--- src/rtl/sdf_r22_stage.sv ---
// Radix-2^2 single-path delay-feedback butterfly stage (BF2I / BF2II).
// Optional macro SDF_R22_SCALE_EN: halve sums/differences (floor) to avoid growth.
module sdf_r22_stage #(
    parameter int WIDTH = 17,
    parameter int DEPTH = 2,
    parameter int MODE  = 0
) (
    input  logic             clk,
    input  logic             rst_n,
    input  logic             clr,
    input  logic             in_valid,
    input  logic             in_sop,
    input  logic [WIDTH-1:0] in_re,
    input  logic [WIDTH-1:0] in_im,
    output logic             out_valid,
    output logic             out_sop,
    output logic [WIDTH-1:0] out_re,
    output logic [WIDTH-1:0] out_im
);

    localparam int PB = $clog2(DEPTH);
    localparam int CW = $clog2(4 * DEPTH);
    localparam int PW = $clog2(DEPTH + 1);

    localparam logic [CW-1:0] CMAX =
        CW'((MODE == 1) ? (4 * DEPTH - 1) : (2 * DEPTH - 1));
    localparam logic [CW-1:0] CSOP  = CW'(DEPTH);
    localparam logic [PW-1:0] PFULL = PW'(DEPTH);

    function automatic logic [WIDTH-1:0] add_f(
        input logic [WIDTH-1:0] a,
        input logic [WIDTH-1:0] b
    );
`ifdef SDF_R22_SCALE_EN
        logic [WIDTH:0] s;
        s = {a[WIDTH-1], a} + {b[WIDTH-1], b};
        return WIDTH'(s >> 1);
`else
        return a + b;
`endif
    endfunction

    function automatic logic [WIDTH-1:0] sub_f(
        input logic [WIDTH-1:0] a,
        input logic [WIDTH-1:0] b
    );
`ifdef SDF_R22_SCALE_EN
        logic [WIDTH:0] s;
        s = {a[WIDTH-1], a} - {b[WIDTH-1], b};
        return WIDTH'(s >> 1);
`else
        return a - b;
`endif
    endfunction

    logic [CW-1:0]    c_q;
    logic [CW-1:0]    c_d;
    logic [CW-1:0]    c_use;
    logic [PW-1:0]    prime_q;
    logic [PW-1:0]    prime_d;
    logic             primed;
    logic             phase;
    logic             rot;

    logic [WIDTH-1:0] dre_q [DEPTH];
    logic [WIDTH-1:0] dim_q [DEPTH];
    logic [WIDTH-1:0] d_re;
    logic [WIDTH-1:0] d_im;
    logic [WIDTH-1:0] wr_re;
    logic [WIDTH-1:0] wr_im;
    logic [WIDTH-1:0] sel_re;
    logic [WIDTH-1:0] sel_im;

    logic [WIDTH-1:0] ore_q;
    logic [WIDTH-1:0] oim_q;
    logic             ov_q;
    logic             os_q;

    assign d_re = dre_q[DEPTH-1];
    assign d_im = dim_q[DEPTH-1];

    // Counter position, phase, rotation decision and butterfly datapath
    always_comb begin
        c_use   = in_sop ? '0 : c_q;
        phase   = c_use[PB];
        rot     = (MODE == 1) && (c_use < CSOP);
        primed  = (prime_q == PFULL);
        c_d     = (c_use == CMAX) ? '0 : c_use + CW'(1);
        prime_d = primed ? prime_q : prime_q + PW'(1);
        wr_re   = in_re;
        wr_im   = in_im;
        sel_re  = d_re;
        sel_im  = d_im;
        if (phase) begin
            wr_re  = sub_f(d_re, in_re);
            wr_im  = sub_f(d_im, in_im);
            sel_re = add_f(d_re, in_re);
            sel_im = add_f(d_im, in_im);
        end else if (rot) begin
            sel_re = d_im;
            sel_im = (~d_re) + WIDTH'(1);
        end
    end

    // Sample counter and priming count
    always_ff @(posedge clk or negedge rst_n) begin
        if (!rst_n) begin
            c_q     <= '0;
            prime_q <= '0;
        end else if (clr) begin
            c_q     <= '0;
            prime_q <= '0;
        end else if (in_valid) begin
            c_q     <= c_d;
            prime_q <= prime_d;
        end
    end

    // Feedback delay line, shifts only on accepted samples
    always_ff @(posedge clk or negedge rst_n) begin
        if (!rst_n) begin
            for (int i = 0; i < DEPTH; i++) begin
                dre_q[i] <= '0;
                dim_q[i] <= '0;
            end
        end else if (clr) begin
            for (int i = 0; i < DEPTH; i++) begin
                dre_q[i] <= '0;
                dim_q[i] <= '0;
            end
        end else if (in_valid) begin
            dre_q[0] <= wr_re;
            dim_q[0] <= wr_im;
            for (int i = 1; i < DEPTH; i++) begin
                dre_q[i] <= dre_q[i-1];
                dim_q[i] <= dim_q[i-1];
            end
        end
    end

    // Output register; data holds whenever no sample is accepted
    always_ff @(posedge clk or negedge rst_n) begin
        if (!rst_n) begin
            ore_q <= '0;
            oim_q <= '0;
            ov_q  <= 1'b0;
            os_q  <= 1'b0;
        end else if (clr) begin
            ov_q  <= 1'b0;
            os_q  <= 1'b0;
        end else if (in_valid) begin
            ore_q <= sel_re;
            oim_q <= sel_im;
            ov_q  <= primed;
            os_q  <= primed && (c_use == CSOP);
        end else begin
            ov_q  <= 1'b0;
            os_q  <= 1'b0;
        end
    end

    assign out_re    = ore_q;
    assign out_im    = oim_q;
    assign out_valid = ov_q;
    assign out_sop   = os_q;

endmodule

--- config.mk ---
export PLATFORM = sky130hd
export DESIGN_NAME = sdf_r22_stage
export DESIGN_NICKNAME = d
export VERILOG_FILES = /design/src/rtl/sdf_r22_stage.sv
export SDC_FILE = /design/constraint.sdc
export NUM_CORES = 1
export LEC_CHECK = 0
export ABC_AREA = 1
export CORE_MARGIN = 2
export CORE_UTILIZATION = 60
export DETAILED_ROUTE_END_ITERATION = 10
export GPL_TIMING_DRIVEN = 0
export PLACE_DENSITY = 0.8
export RECOVER_POWER = 50
export SLEW_MARGIN = 15
export SYNTH_ARGS = -nofsm -noshare
export SYNTH_HDL_FRONTEND = slang
export SYNTH_SLANG_ARGS = --single-unit
--- constraint.sdc ---
create_clock -name clk -period 3.08 [get_ports clk]
set_input_delay 0.462 -clock clk [delete_from_list [all_inputs] [get_ports clk]]
set_output_delay 0.462 -clock clk [all_outputs]
set_load 0.01 [all_outputs]
==> results.ini <==
[place]
gp_congestion=0.980
preCtsSetupSlack_ns=0.336
dp_cells=1603
dp_hpwl_um=20200
port_buffers=74

[synth]
ys_async_sr_fraction_pct=100
synthFlopType=dfrtp_1
synth.top_cell.area_share_pct=30.7
ys_seq_area_share_pct=30.7
syn_area_per_cell_sq_um=6.61
ys_seq_elements=109
yosys.area.top_type=dfrtp_1
synth_edf_count=0
synthCells=1344
synthDistinctLibCells=36
mappedNetlistNets=1454
synthMostInstantiatedCell=nand2_1
ys_top_cells_by_area=dfrtp_1 31%, nand2_1 18%, ha_1 9.4%
yosys_warnings=0
synthesis.area_sq_um=8890
synth_common_cells=417 x nand2_1, 218 x inv_1, 109 x dfrtp_1, 104 x a21oi_1, 90 x nand3_1

[floorplan]
die_y_um=126
io_pins=75
start_util_pct=61.4
chipWidth_um=126
rows=44
core_area_sq_um=14500
dieArea_sq_um=15800

[clock_network]
cts_setup_buffers=0
post_cts_resized=0
path_clk_slew_ns=0.08
clkSinkCount=109
clkLatencyLatePin_ns=0.37
tritoncts=yes
clockBufferDepth=2
htreeDepth=3
cts_hold_buf=0
root_buffer=clkbuf_16
numCtsBuffers=9

[critical_path]
crit_slowest_cell=clkdlybuf4s50_1
crit_path_end_kind=flip-flop
crit_chain=clkdlybuf4s50_1 -> ha_1 -> inv_1 -> fa_1 -> inv_1 -> nand2_1 -> nand2_1 -> nand4_1 -> nand2_1 -> nand2_1 -> nand3_1 -> nand3_1 -> nand2_1 -> nand2_1
slowest_delay_ns=0.53
crit_type=in -> reg
path_max_fanout=3
start_kind=input pin
worst-endpoint-required_ns=3.34
cp.arrival_ns=2.68
path_common_cell=nand2_1

[timing]
post-route-period-util_pct=78.5
finalHoldViolations=0
setup_slack_ns=0.662
worst_pin_slew_ns=2.17
finalSetupTns_ns=0
timing.slew.headroom_pct=-44.4
fmax_mhz=414
fin_crit_ns=2.42
slew_violations=36
hold_slack_ns=0.477
skew_ns=0.0116
rsz0062_at_grt=no
final-setup-viol-count=0

[power]
p_per_area_nw_per_um2=379
internal_power_mw=2.64
pwr-share-comb_pct=24.7
switchingPower_mw=1.23
cellLeakagePower_nw=5.53
ir_drop_uv=283
seqPwrFrac_pct=41.0
swShare_pct=31.9
power_frac_clock_pct=34.4

[hold_path]
min-delay-path-class=reg -> reg

[routing]
drt_wl_total_um=26300
firstDrtPassIters=5
first_iter_violations=887
post-route-drc-count=0
detail_route.wl_per_cell_um=16.3
vias_per_cell=5.44
vias=8809
antenna_left=0

[final_layout]
fillers=1248
stdcell_count=1619
syn_to_final_growth_pct=14.9
antenna_cells=0
fin_nets=1540
drive_above_1_share_pct=9.27

[grt]
grt_pass1_vias=8563
grt_max_degree=75
grt-ovfl-total=0
antenna_found_initial=0
track_usage_pct=34.0
grt_pass1_wl_um=42400

[flow_run]
drv_cap=1

[status]
outcome=finished with violations
violations=max-capacitance violations, max-slew violations

## layout by cell type (no fill, tap or decap), types with 2 or more instances in the layout
| master | instances |
|---|---|
| inv_2 | 15 |
| a21oi_1 | 104 |
| nor3_2 | 5 |
| nor2_2 | 3 |
| a21oi_2 | 9 |
| xnor2_1 | 2 |
| clkbuf_1 | 13 |
| and2_1 | 2 |
| bufinv_16 | 2 |
| a31oi_1 | 2 |
| o21ai_2 | 2 |
| nor2_1 | 87 |
| dlygate4sd3_1 | 7 |
| nand3_2 | 6 |
| clkdlybuf4s50_1 | 66 |
| nor3_1 | 2 |
| o21bai_1 | 4 |
| buf_4 | 7 |
| buf_2 | 25 |
| ha_1 | 67 |
| or2_2 | 4 |
| o21ai_1 | 9 |
| nand4_1 | 7 |
| nand2_2 | 24 |
| or2_4 | 2 |
| a21oi_4 | 2 |
| o21ai_0 | 60 |
| nand2_1 | 417 |
| buf_6 | 10 |
| dfrtp_1 | 109 |
| xor2_1 | 13 |
| nand3_1 | 90 |
| fa_1 | 4 |
| clkbuf_16 | 9 |
| clkinv_4 | 3 |
| buf_1 | 2 |
| inv_1 | 218 |
| o22ai_1 | 16 |
## per-stage QoR
stage	total power, mW	area, sq um	utilization, %
global placement	2.53	9860	68.1
floorplan	2.18	8890	-
detailed placement	2.55	9890	68.3
CTS	3.86	10200	70.6
finish	3.87	10200	70.5
global route	4.04	10200	70.5
## flip-flops by register name, indices dropped and copies added (netlist names)
name and flops:
c_q 3, d_im 17, d_re 17, dim_q 17, dre_q 17, out_im 17
out_re 17, out_sop 1, out_valid 1, prime_q 2
## worst max-delay path, delay by kind of cell
family	cells	cell delay (ns)
fa+ha+maj	2	0.60
buf+inv	3	0.68
simple gates	9	0.94
## cell families (layout without fill, tap and decap cells)
kind of cell    count (synthesis)  count (layout)  share of synthesized area, %
fa+ha+maj                      71              71                          10.3
simple gates                  650             650                          30.8
xor+xnor                       15              15                          1.48
flops                         109             109                          30.7
buf+inv                       290             381                          13.8
compound gates                209             209                          12.9
## final timing paths
kind	from	endpoint	slack (ns)	cells past startpoint
max	in_re[0]	out_re[12]	0.66	14
min	dim_q[27]	d_im[10]	0.48	2
max reg2reg	d_re[0]	out_re[12]	0.92	13
min reg2reg	dim_q[27]	d_im[10]	0.48	2
max in group asynchronous	rst_n	d_im[14]	1.12	1
min in group asynchronous	rst_n	out_im[5]	0.73	1
## power groups by stage
stage / Combinational (mW) / Sequential, mW / Clock [mW]
finish: 0.954 / 1.58 / 1.33
global route: 1.06 / 1.59 / 1.39
CTS: 0.951 / 1.58 / 1.33
detailed placement: 0.943 / 1.61 / 0
global placement: 0.922 / 1.61 / 0
floorplan: 0.558 / 1.62 / 0
## layout make-up
cell class	count	area, sq um	share of cell area, %
multi-input combinational	945	4940	48.3
clock inverter	6	95.1	0.931
timing repair buffer	75	762	7.46
tap	184	230	2.25
buffer	57	348	3.41
inverter	233	875	8.56
sequential	109	2730	26.7
clock buffer	10	239	2.34
## metal layers
layer | up-vias | part of all wire [%] | routed length [um] | track usage, %
met3 | 60 | 6.2 | 1640 | 4.42
met1 | 4088 | 43 | 11300 | 45.5
li1 | 4344 | - | - | -
met5 | - | 0 | 0 | 0
met4 | 0 | 3.4 | 907 | 13.6
met2 | 317 | 47 | 12500 | 56.4
Note: power is estimated with default switching activity, not from simulation.
